**src/rtl/swd_target_responder.sv**
```systemverilog
// SWD target responder: decodes host requests on an oversampled swclk, answers ACK/read data and
// commits parity-checked writes into an 8x32 bank. Define SWD_TGT_STATS_EN for transaction counters.
module swd_target_responder #(
    parameter logic [31:0] IDCODE         = 32'h0BC1_1477,
    parameter int unsigned LINE_RESET_LEN = 50
) (
    input  logic        sck,
    input  logic        rst,
    input  logic        swclk,
    input  logic        swdio_in,
    output logic        swdio_out,
    output logic        swdio_oe,
    input  logic [2:0]  ack_sel,
    output logic        proto_err,
    output logic        wpar_err,
    output logic        wr_strobe,
    output logic [2:0]  wr_addr,
    output logic [31:0] wr_data
`ifdef SWD_TGT_STATS_EN
    ,
    output logic [15:0] ok_cnt,
    output logic [15:0] wait_cnt,
    output logic [15:0] err_cnt
`endif
);

    typedef enum logic [2:0] {IDLE, REQ, TRN, ACK, RDATA, WDATA, NACK} state_t;

    localparam int LR_W = $clog2(LINE_RESET_LEN + 1);
    localparam logic [LR_W-1:0] LR_MAX = LR_W'(LINE_RESET_LEN);

    // Request bits LSB-first: start, APnDP, RnW, A2, A3, parity, stop, park
    function automatic logic req_ok(input logic [7:0] r);
        return r[0] && !r[6] && r[7] && (r[5] == ^r[4:1]);
    endfunction

    logic        clk_s1_q, clk_s2_q, clk_s3_q, dio_s1_q, dio_s2_q;
    logic        rise, bit_in;
    state_t      state_q, state_d;
    logic [5:0]  n_q, n_d;
    logic [7:0]  req_q, req_d;
    logic [2:0]  ack_q, ack_d;
    logic [31:0] rd_q, rd_d, wd_q, wd_d;
    logic        rpar_q, rpar_d;
    logic [LR_W-1:0] lr_q, lr_d;
    logic        last_q, last_d;
    logic        out_q, out_d, oe_q, oe_d;
    logic        proto_q, proto_d, wpar_q, wpar_d;
    logic        strobe_q, strobe_d;
    logic [2:0]  wr_addr_q, wr_addr_d;
    logic [31:0] wr_data_q, wr_data_d;
    logic [31:0] bank_q [8];
    logic [31:0] bank_d [8];
    logic [2:0]  addr;
    logic        dp0;

    assign rise   = clk_s2_q & ~clk_s3_q;
    assign bit_in = dio_s2_q;
    assign addr   = {req_q[1], req_q[4], req_q[3]};
    assign dp0    = (addr == 3'b000);

    always_comb begin
        state_d   = state_q;
        n_d       = n_q;
        req_d     = req_q;
        ack_d     = ack_q;
        rd_d      = rd_q;
        rpar_d    = rpar_q;
        wd_d      = wd_q;
        lr_d      = lr_q;
        last_d    = last_q;
        out_d     = out_q;
        oe_d      = oe_q;
        proto_d   = proto_q;
        wpar_d    = wpar_q;
        strobe_d  = 1'b0;
        wr_addr_d = wr_addr_q;
        wr_data_d = wr_data_q;
        bank_d    = bank_q;
        if (rise) begin
            last_d = bit_in;
            // The target owns the line during ACK and read data, so those bits never count
            if (state_q == ACK || state_q == RDATA || !bit_in) lr_d = '0;
            else if (lr_q != LR_MAX) lr_d = lr_q + 1'b1;
            n_d = n_q + 6'd1;
            case (state_q)
                IDLE: begin
                    n_d = n_q;
                    if (bit_in && !last_q) begin
                        state_d = REQ;
                        n_d     = 6'd1;
                        req_d   = 8'h01;
                    end
                end
                REQ: begin
                    req_d[n_q[2:0]] = bit_in;
                    if (n_q == 6'd7) begin
                        if (req_ok(req_d)) state_d = TRN;
                        else begin
                            state_d = IDLE;
                            n_d     = '0;
                            proto_d = 1'b1;
                        end
                    end
                end
                TRN: begin
                    ack_d   = ack_sel;
                    rd_d    = dp0 ? IDCODE : bank_q[addr];
                    rpar_d  = ^rd_d;
                    state_d = ACK;
                end
                ACK: begin
                    oe_d = 1'b1;
                    case (n_q)
                        6'd9:    out_d = ack_q[0];
                        6'd10:   out_d = ack_q[1];
                        default: out_d = ack_q[2];
                    endcase
                    if (n_q == 6'd11) begin
                        if (ack_q != 3'b001) state_d = NACK;
                        else state_d = req_q[2] ? RDATA : WDATA;
                    end
                end
                NACK: begin
                    oe_d    = 1'b0;
                    out_d   = 1'b1;
                    state_d = IDLE;
                    n_d     = '0;
                end
                RDATA: begin
                    if (n_q <= 6'd43) begin
                        out_d = rd_q[0];
                        rd_d  = {1'b0, rd_q[31:1]};
                    end else if (n_q == 6'd44) begin
                        out_d = rpar_q;
                    end else begin
                        oe_d    = 1'b0;
                        out_d   = 1'b1;
                        state_d = IDLE;
                        n_d     = '0;
                    end
                end
                WDATA: begin
                    if (n_q == 6'd12) begin
                        oe_d  = 1'b0;
                        out_d = 1'b1;
                    end else if (n_q <= 6'd44) begin
                        wd_d = {bit_in, wd_q[31:1]};
                    end else begin
                        state_d = IDLE;
                        n_d     = '0;
                        if (bit_in != ^wd_q) wpar_d = 1'b1;
                        else if (!dp0) begin
                            bank_d[addr] = wd_q;
                            strobe_d     = 1'b1;
                            wr_addr_d    = addr;
                            wr_data_d    = wd_q;
                        end
                    end
                end
                default: state_d = IDLE;
            endcase
            if (lr_d == LR_MAX) begin
                state_d = IDLE;
                n_d     = '0;
                oe_d    = 1'b0;
                out_d   = 1'b1;
            end
        end
    end

    always_ff @(posedge sck) begin
        if (rst) begin
            clk_s1_q  <= 1'b0;
            clk_s2_q  <= 1'b0;
            clk_s3_q  <= 1'b0;
            dio_s1_q  <= 1'b0;
            dio_s2_q  <= 1'b0;
            state_q   <= IDLE;
            n_q       <= '0;
            req_q     <= '0;
            ack_q     <= '0;
            rd_q      <= '0;
            rpar_q    <= 1'b0;
            wd_q      <= '0;
            lr_q      <= '0;
            last_q    <= 1'b1;
            out_q     <= 1'b1;
            oe_q      <= 1'b0;
            proto_q   <= 1'b0;
            wpar_q    <= 1'b0;
            strobe_q  <= 1'b0;
            wr_addr_q <= '0;
            wr_data_q <= '0;
            for (int i = 0; i < 8; i++) bank_q[i] <= '0;
        end else begin
            clk_s1_q  <= swclk;
            clk_s2_q  <= clk_s1_q;
            clk_s3_q  <= clk_s2_q;
            dio_s1_q  <= swdio_in;
            dio_s2_q  <= dio_s1_q;
            state_q   <= state_d;
            n_q       <= n_d;
            req_q     <= req_d;
            ack_q     <= ack_d;
            rd_q      <= rd_d;
            rpar_q    <= rpar_d;
            wd_q      <= wd_d;
            lr_q      <= lr_d;
            last_q    <= last_d;
            out_q     <= out_d;
            oe_q      <= oe_d;
            proto_q   <= proto_d;
            wpar_q    <= wpar_d;
            strobe_q  <= strobe_d;
            wr_addr_q <= wr_addr_d;
            wr_data_q <= wr_data_d;
            bank_q    <= bank_d;
        end
    end

    assign swdio_out = out_q;
    assign swdio_oe  = oe_q;
    assign proto_err = proto_q;
    assign wpar_err  = wpar_q;
    assign wr_strobe = strobe_q;
    assign wr_addr   = wr_addr_q;
    assign wr_data   = wr_data_q;

`ifdef SWD_TGT_STATS_EN
    logic [15:0] ok_cnt_q, wait_cnt_q, err_cnt_q;
    logic        ok_evt, wait_evt, err_evt;

    always_comb begin
        ok_evt   = rise && n_q == 6'd45 &&
                   (state_q == RDATA || (state_q == WDATA && bit_in == ^wd_q));
        wait_evt = rise && state_q == NACK;
        err_evt  = rise && ((state_q == REQ && n_q == 6'd7 && !req_ok(req_d)) ||
                            (state_q == WDATA && n_q == 6'd45 && bit_in != ^wd_q));
    end

    always_ff @(posedge sck) begin
        if (rst) begin
            ok_cnt_q   <= '0;
            wait_cnt_q <= '0;
            err_cnt_q  <= '0;
        end else begin
            ok_cnt_q   <= ok_cnt_q + {15'd0, ok_evt};
            wait_cnt_q <= wait_cnt_q + {15'd0, wait_evt};
            err_cnt_q  <= err_cnt_q + {15'd0, err_evt};
        end
    end

    assign ok_cnt   = ok_cnt_q;
    assign wait_cnt = wait_cnt_q;
    assign err_cnt  = err_cnt_q;
`endif

endmodule

```
**config.mk**
```make
export PLATFORM = sky130hd
export DESIGN_NAME = swd_target_responder
export DESIGN_NICKNAME = d
export VERILOG_FILES = /design/src/rtl/swd_target_responder.sv
export SDC_FILE = /design/constraint.sdc
export NUM_CORES = 1
export LEC_CHECK = 0
export BUFFER_PORTS_ARGS = -buffer_cell sky130_fd_sc_hd__buf_2
export CAP_MARGIN = 20
export CORE_MARGIN = 4
export CORE_UTILIZATION = 45
export DETAILED_ROUTE_END_ITERATION = 8
export MAX_ROUTING_LAYER = met4
export PLACE_DENSITY = 0.58
export SYNTH_ARGS = -nofsm -noshare
export SYNTH_HDL_FRONTEND = slang
export SYNTH_SLANG_ARGS = --single-unit
```
**constraint.sdc**
```tcl
create_clock -name sck -period 3.9 [get_ports sck]
set_input_delay 0 -clock sck [delete_from_list [all_inputs] [get_ports sck]]
set_output_delay 0 -clock sck [all_outputs]
set_load 0.01 [all_outputs]
```
== Yosys cells after proc, flatten, opt, wreduce, memory -nomap -nowiden ==
Cells that the tools add are included.

* Input bits: 7
* Bits in registers: 393
* Logic and storage cells: 155
* Output and inout port bits: 40

* Reduce and logical (&&, ||, !) cells: 31
* Bitwise gates (word level): 10
* $add $sub $neg: 2
* $lt $le $gt $ge: 6
* Equality and inequality tests: 27
* Muxes and demuxes: 50

{| class="wikitable"
|+ Operator list
! kind !! number
|-
| 256-bit bitwise mux || 1
|-
| 32-bit two-way mux || 5
|-
| 32-bit binary-select mux with 3-bit select || 1
|-
| 32-bit demux with 3-bit select || 1
|-
| 6-bit two-way mux || 11
|-
| 32-bit one-hot mux with 2 select lines || 1
|-
| 32-bit parity || 2
|-
| 6-bit one-hot mux with 5 select lines || 1
|-
| 6-bit by 4-bit equality test with 1-bit output, second input constant || 4
|-
| 3-bit two-way mux || 8
|-
| 3-bit one-hot mux with 6 select lines || 1
|-
| 8-bit one-hot mux with 2 select lines || 1
|-
| 3-bit inequality test, second input constant || 5
|-
| 6-bit by 1-bit adder with 6-bit output, second input constant || 2
|-
| 6-bit equality test, second input constant || 2
|-
| 6-bit <= comparator, second input constant || 2
|-
| 1-bit two-way mux || 11
|-
| 5-bit AND reduction || 2
|-
| 3-bit equality test, second input constant || 3
|-
| 3-bit AND reduction || 3
|-
| 8-bit bitwise mux || 1
|-
| 8-bit two-way mux || 1
|-
| 1-bit inverter || 8
|-
| 1-bit one-hot mux with 4 select lines || 2
|-
| 31 further kinds || 47
|}

== Depth between registers and ports, before layout ==
Gate-level depths: netlist of run 1.

* Word-level depth: 13
* Depth in mapped cells: 14

== Worst setup path after synthesis of run 1 ==
No wires, ideal clock.

* Path type: register to register
* Start point: register n_q[0]
* End point: register bank_q[21] in the netlist's numbering
* Setup slack: 0.964 ns
* Period minus slack after synthesis: 2.936 ns
* Arrival time: 2.808 ns
* Data required time: 3.772 ns
* Stages on the path, launching flop included: 15
* Cells stage by stage: dfxtp_1 clkbuf_1 clkbuf_1 inv_1 ha_1 nor2b_1 o21ai_0 and3b_1 nor2b_1 buf_2 and4_1 buf_2 buf_2 mux2i_1 nor2_1

* Longest elaborated chain between the ends: 3
* Elaborated cells between the ends (all ways): 5

{| class="wikitable"
|+ RTL lines
! what !! RTL line !! text
|-
| start: declaration || 40 || <nowiki>logic [5:0] n_q, n_d;</nowiki>
|-
| start signal: assignment || 203 || <nowiki>n_q <= n_d;</nowiki>
|-
| 6-bit <= comparator or 6-bit by 4-bit equality test with 1-bit output (tied branches) || 147, 144 ||
|-
| 1-bit inverter (no line) || -- ||
|-
| 6-bit AND reduction (no line) (*) || -- ||
|-
| end signal: assignment || 218 || <nowiki>bank_q <= bank_d;</nowiki>
|-
| end: declaration || 52 || <nowiki>logic [31:0] bank_q [8];</nowiki>
|}

Mark *: on every way between the ends. The rest lies on a longest branch, timed or not.
A chain may end at the register's enable or synchronous reset.

== Final worst setup path of run 1 ==
* Start point: register req_q[1]
* End point: register rpar_q

* Longest elaborated chain between the ends: 6
* Elaborated cells between the ends (all ways): 7

{| class="wikitable"
|+ RTL lines
! what !! RTL line !! text
|-
| start: declaration || 41 || <nowiki>logic [7:0] req_q, req_d;</nowiki>
|-
| start signal: assignment || 204 || <nowiki>req_q <= req_d;</nowiki>
|-
| 3-bit inverter with 4-bit output (not written as such) || 108 || <nowiki>rd_d = dp0 ? IDCODE : bank_q[addr];</nowiki>
|-
| 32-bit binary-select mux with 3-bit select || 108 ||
|-
| 32-bit two-way mux (not written as such) (2 in series) || 108 ||
|-
| 32-bit two-way mux (*) || 108 ||
|-
| 32-bit parity (*) || 109 || <nowiki>rpar_d = ^rd_d;</nowiki>
|-
| end signal: assignment || 207 || <nowiki>rpar_q <= rpar_d;</nowiki>
|-
| end: declaration || 44 || <nowiki>logic rpar_q, rpar_d;</nowiki>
|}

Mark *: on every way between the ends. The rest lies on a longest branch, timed or not. The select of a mux whose other input is x is not followed.

==> metrics, run 1 <==
top post-synthesis cells by area=dfxtp_1, mux2i_1, nor2_1, a21oi_1, xnor2_1; Die H=200.8 um; initial antenna violation count=0; Num CTS Buffers=41; Final period util=85.78%; Crit Path Class=reg -> reg; max-slew violation count=0; worst slack at placement=0.6163 ns; Via Count=13.01k; Leak Pwr=7.716 nW; postcts setup bufs=0; commonest cells in the netlist=nor2_1, dfxtp_1, mux2i_1, clkbuf_1, nand2_1; Pre-antenna DRT Iters=5; GR Util All Layers=22.81%; Routed WL=45480 um; wire per inst=19.39 um; fmax=298.9 MHz; post-layout net count=1861; Synth area leader=dfxtp_1; grt ovf=0; critical path endpoint category=flip-flop; Power Dens Cells=402.6 nW/um^2; Syn Area/Cell=9.077 sq um; DRC viols=0; Total Power=7.636 mW; path type of the worst min-delay path=in -> reg; slowest stage cell, crit path=dfxtp_4; synthesized flop and latch total=361; worst rel slew slack=39.75%; critical path launch point type=flip-flop; Die Wd=200.8 um; Synth Flop Type=dfxtp_1; area delta synth->final=13.40%; Req. time, crit path=4.37 ns; # IOs=47; final hold vios=0; vias in the first global route=12.80k; Mapped Cells=1843; Rows=70; Worst Clk Skew=0.01864 ns; CTS tree=yes; hold slack final=0.2131 ns; HPWL after DPL=28240 um; worst vdd ir=462.7 uV; synth warn=0; largest net degree at the start of global routing=127; post-route cell area=18970 sq um; initial core utilization=45.69%; Crit path largest cell delay=0.61 ns; later-pin clock latency in the skew report=0.55 ns; global-route wire length before repair=73130 um; Placed Area=17530 sq um; Yosys top cell area share=43.20%; Die ar.=40320 sq um; DRT iter0 DRCs=806; Core ar.=36610 sq um; worst endpoint data arrival time=3.81 ns; outcome=complete, no violations; mapped cell area=16730 sq um; CP max FO=27; Setup-failing EPs final=0; Post-synth ARST share=0%; setup total negative slack=0 ns; crit path cell chain=buf_4, mux2i_1, o2bb2ai_1, a221oi_1, xor2_1, xnor2_1, xnor2_1, xnor2_1, xnor3_1, a211oi_2; Vias per Instance=5.545; Port Buf Inserts=46; CTS H-tree depth=2; routability cong.=0.8527; Final WS setup=0.5547 ns; share of cells above drive strength 1=12.73%; sequential area share after synthesis=43.20%; RSZ-0062 raised after global routing=no; Yosys cell types=69; Worst path most repeated cell=xnor2_1; Clock Tree Buf Depth=3; Max Cap Viol=0; fin crit period=3.345 ns; Final ANT Viol Nets=0; # diodes=0; Post-synth EDFFs=0; clock tree sinks=361; clk root buf=clkbuf_16; syn_nets=1856; fillers=3431; count leader, synth=nor2_1; Worst Max-Slew Pin Slew=0.9037 ns; Clock Pin Slew Worst Setup and Hold Paths=0.06 ns
## path summary, 6_finish.rpt
kind	start	to	slack, ns	depth (start not counted)
worst max-delay path	req_q[1]$_SDFFE_PP0P_	rpar_q$_SDFFE_PP0P_	0.55	10
worst min-delay path	swclk	clk_s1_q$_SDFF_PP0_	0.21	3
worst max register to register	req_q[1]$_SDFFE_PP0P_	rpar_q$_SDFFE_PP0P_	0.55	10
worst min register to register	bank_q[98]$_SDFFE_PP0P_	bank_q[98]$_SDFFE_PP0P_	0.45	2
## repair_timing
action	CTS	global route
hold buffers	9	0
resized for setup	0	0
hold endpoints to repair	18	0
## cells in the final DEF, fill, tap and decap left out, drive strengths merged, types with 11 or more instances in the layout
cell type and count:
a22oi 14, clkbuf 61, mux2i 303, a221oi 16
mux2 12, nand2 103, nor2 377, o2bb2ai 26
nand3 23, buf 133, inv 13, a21oi 98
dfxtp 361, nand2b 18, nor2b 20, nor3 24
o21ai 35, a211oi 25, a221o 12, xor2 11
xnor2 54, and3 12
## power by group
group / switching [mW] / total (mW) / internal [mW] / leakage [nW]
logic: 0.0745 / 0.0957 / 0.0213 / 4.14
clock network: 1.55 / 3.85 / 2.30 / 0.666
registers: 0.00181 / 3.69 / 3.69 / 2.91
total: 1.63 / 7.64 / 6.01 / 7.72
## layout make-up
cell class | count | area (sq um) | area share, %
clock buffer | 61 | 1221 | 6.438
inverter | 10 | 37.54 | 0.1979
tap | 468 | 585.6 | 3.087
timing repair buffer | 142 | 1109 | 5.844
sequential | 361 | 7233 | 38.13
clock inverter | 12 | 123.9 | 0.6530
multi-input combinational | 1292 | 8660 | 45.65
## routing by layer
| metal | global-route usage, % | wire, um | vias up |
|---|---|---|---|
| met2 | 36.81 | 21290 | 281 |
| li1 | - | - | 6395 |
| met1 | 29.79 | 21020 | 6267 |
| met5 | - | 0 | - |
| met4 | 6.834 | 1075 | 0 |
| met3 | 3.570 | 2092 | 66 |
## flip-flops by register name, summed over array words and instances (netlist names), 6 cells and up
| register | flops |
|---|---|
| bank_q | 224 |
| rd_q | 32 |
| wd_q | 32 |
| wr_data | 32 |
| req_q | 8 |
| lr_q | 6 |
| n_q | 6 |
## worst max-delay path, delay by kind of cell, from the launching register on
| kind | cells | cell delay [ns] |
|---|---|---|
| xor gates and xnor gates | 5 | 1.19 |
| muxes | 1 | 0.24 |
| AOI/OAI and AO/OA | 3 | 0.80 |
| DFF | 1 | 0.61 |
| buffers and inverters | 1 | 0.39 |
## through the flow
stage,util (%),std cells
global route,51.81,2346
floorplan,-,1843
finish,51.81,2346
global placement,47.89,2264
detailed placement,47.89,2264
CTS,51.81,2346
## cell families (layout without fill, tap and decap cells)
logic type	count (synthesis)	after routing	synth area share, %
mux	324	324	20.17
simple gates	613	613	15.64
xor+xnor	68	68	3.807
flops	361	361	43.20
compound gates	281	281	11.44
buf+inv	190	225	5.288
fa+ha+maj	6	6	0.4488
(Power assumes the default switching activity.)
==> inputs of run 2 (changes only) <==
--- a/config.mk
+++ b/config.mk
@@ -8,10 +8,11 @@
 export BUFFER_PORTS_ARGS = -buffer_cell sky130_fd_sc_hd__buf_2
 export CAP_MARGIN = 20
 export CORE_MARGIN = 4
-export CORE_UTILIZATION = 45
+export CORE_UTILIZATION = 55
 export DETAILED_ROUTE_END_ITERATION = 8
+export HOLD_SLACK_MARGIN = 0.15
 export MAX_ROUTING_LAYER = met4
-export PLACE_DENSITY = 0.58
+export PLACE_DENSITY = 0.69
 export SYNTH_ARGS = -nofsm -noshare
 export SYNTH_HDL_FRONTEND = slang
 export SYNTH_SLANG_ARGS = --single-unit
==> metrics, run 2 (same netlist as run 1, synthesis figures left out) <==
CTS tree=yes; largest net degree at the start of global routing=123 (-3.1%); CTS H-tree depth=2 (unchanged); Clock Pin Slew Worst Setup and Hold Paths=0.06 ns (about the same); Worst Max-Slew Pin Slew=0.8034 ns (-0.1003 ns); met1 usage=33.54% (+3.8 points); most common cell after layout, fill and taps aside=nor2_1; DRC viols=0 (unchanged); share of cells above drive strength 1=11.39% (-1.3 points); Die Wd=182.4 um (-9.2%); GRT met3 Usage=3.369% (-0.20 points); clk root buf=clkbuf_16; RSZ-0062 raised after global routing=no; Die ar.=33270 sq um (-17%); Vias per Instance=5.798 (+4.6%); GR peak layer=met2; Top reg by flops=bank_q; Req. time, crit path=4.28 ns (-0.09 ns); routability cong.=0.9195 (+7.8%); worst rel slew slack=46.44% (+6.7 points); Worst Clk Skew=0.01447 ns (-0.004169 ns); Crit Path Class=reg -> reg; Max Cap Viol=0 (unchanged); Final ANT Viol Nets=0 (unchanged); path type of the worst min-delay path=in -> reg; Rows=63 (-10%); # IOs=47 (unchanged); GR Util All Layers=25.82% (+3.0 points); Leak Pwr=7.524 nW (-2.5%); Placed Area=17210 sq um (-1.9%); Final period util=83.39% (-2.4 points); commonest non-fill, non-tap cells in the layout=nor2_1, dfxtp_1, mux2i_1; Clock Tree Buf Depth=3 (unchanged); DRT iter0 DRCs=981 (+22%); outcome=complete, no violations; critical path endpoint category=flip-flop; worst endpoint data arrival time=3.63 ns (-0.18 ns); vias in the first global route=12.64k (-1.2%); CTS resizes=0 (unchanged); CP max FO=20 (-26%); fmax=307.5 MHz (+2.9%); worst vdd ir=321.2 uV (-31%); later-pin clock latency in the skew report=0.53 ns (-0.02 ns); HPWL after DPL=26340 um (-6.7%); max-slew violation count=0 (unchanged); final hold vios=0 (unchanged); fin crit period=3.252 ns (-0.09299 ns); area delta synth->final=10.82%; Core ar.=29800 sq um (-19%); global-route wire length before repair=68720 um (-6.0%); Port Buf Inserts=46 (unchanged); # diodes=0 (unchanged); Routed WL=42460 um (-6.6%); hold slack final=0.2301 ns (+0.01701 ns); Num CTS Buffers=39 (-4.9%); post-layout net count=1835 (-1.4%); critical path launch point type=flip-flop; Setup-failing EPs final=0 (unchanged); setup total negative slack=0 ns (unchanged); Final WS setup=0.6477 ns (+0.09299 ns); max reg flops=224 (unchanged); Pre-antenna DRT Iters=5 (unchanged); worst slack at placement=0.6864 ns (+0.07007 ns); dpl cells=2164 (-4.4%); Die H=182.4 um (-9.2%); wire per inst=18.93 um (-2.3%); met2 Use GR=41.72% (+4.9 points); initial antenna violation count=0 (unchanged); Power Dens Cells=399.8 nW/um^2 (-0.69%); post-route cell area=18540 sq um (-2.3%); clock tree sinks=361 (unchanged); final std cells w/o fill=2243 (-4.4%); grt ovf=0 (unchanged); initial core utilization=56.14% (+10 points); Via Count=13.01k (-0.023%)
==> run 2: changes by cell type in the layout (fill, tap and decap cells not counted), sizes merged <==
cell / previous run / this run
buf: 133 / 111
clkbuf: 61 / 58
clkinv: 6 / 9
dlygate4sd3: 9 / 7
inv: 13 / 12
==> run 2: through the flow <==
step                      util (%)  total power [mW]
after CTS                    62.22             7.471
final                        62.22             7.412
after global placement       57.76             3.860
after floorplan                  -             3.837
after detailed placement     57.76             3.861
after global routing         62.22             7.647
==> run 2: final cells by class <==
| cell class | instances | area [sq um] |
|---|---|---|
| clock inverter | 14 | 141.4 |
| clock buffer | 58 | 1119 |
| timing repair buffer | 118 | 860.8 |
| fill | 2519 | 11260 |
| multi-input combinational | 1292 | 8660 |
| inverter | 10 | 37.54 |
| sequential | 361 | 7233 |
| tap | 390 | 488.0 |
==> run 2: where the power goes <==
part	switching [mW]	internal, mW	total (mW)
logic	0.0719	0.0212	0.0932
registers	0.00203	3.69	3.69
clock network	1.49	2.13	3.63
total	1.57	5.84	7.41
==> run 2: layer usage <==
layer	vias up	wire length [um]
li1	6331	-
met1	6211	19050
met2	361	20030
met3	103	1993
met4	0	1389
met5	-	0
==> run 2: path summary, 6_finish.rpt <==
kind	start	slack, ns	end	depth (start not counted)
hold reg to reg	bank_q[106]$_SDFFE_PP0P_	0.45	bank_q[106]$_SDFFE_PP0P_	2
setup / recovery	n_q[1]$_SDFFE_PP0P_	0.65	bank_q[28]$_SDFFE_PP0P_	11
hold / removal	swclk	0.23	clk_s1_q$_SDFF_PP0_	3
setup reg to reg	n_q[1]$_SDFFE_PP0P_	0.65	bank_q[28]$_SDFFE_PP0P_	11
==> run 2: repair_timing <==
action | 4_1_cts | 5_1_grt
hold buffers | 7 | 0
setup buffers | 0 | 0
endpoints found under the hold margin | 120 | 0
==> run 2: worst max-delay path, cell delays in order, from the launching register on <==
cell and delay [ns]:
dfxtp_1 0.72, inv_1 0.18, ha_1 0.26, nor2b_1 0.11, o21ai_0 0.20, and3b_1 0.35
nor2b_1 0.15, buf_4 0.18, and4_2 0.24, buf_4 0.38, mux2i_1 0.26, nor2_1 0.06
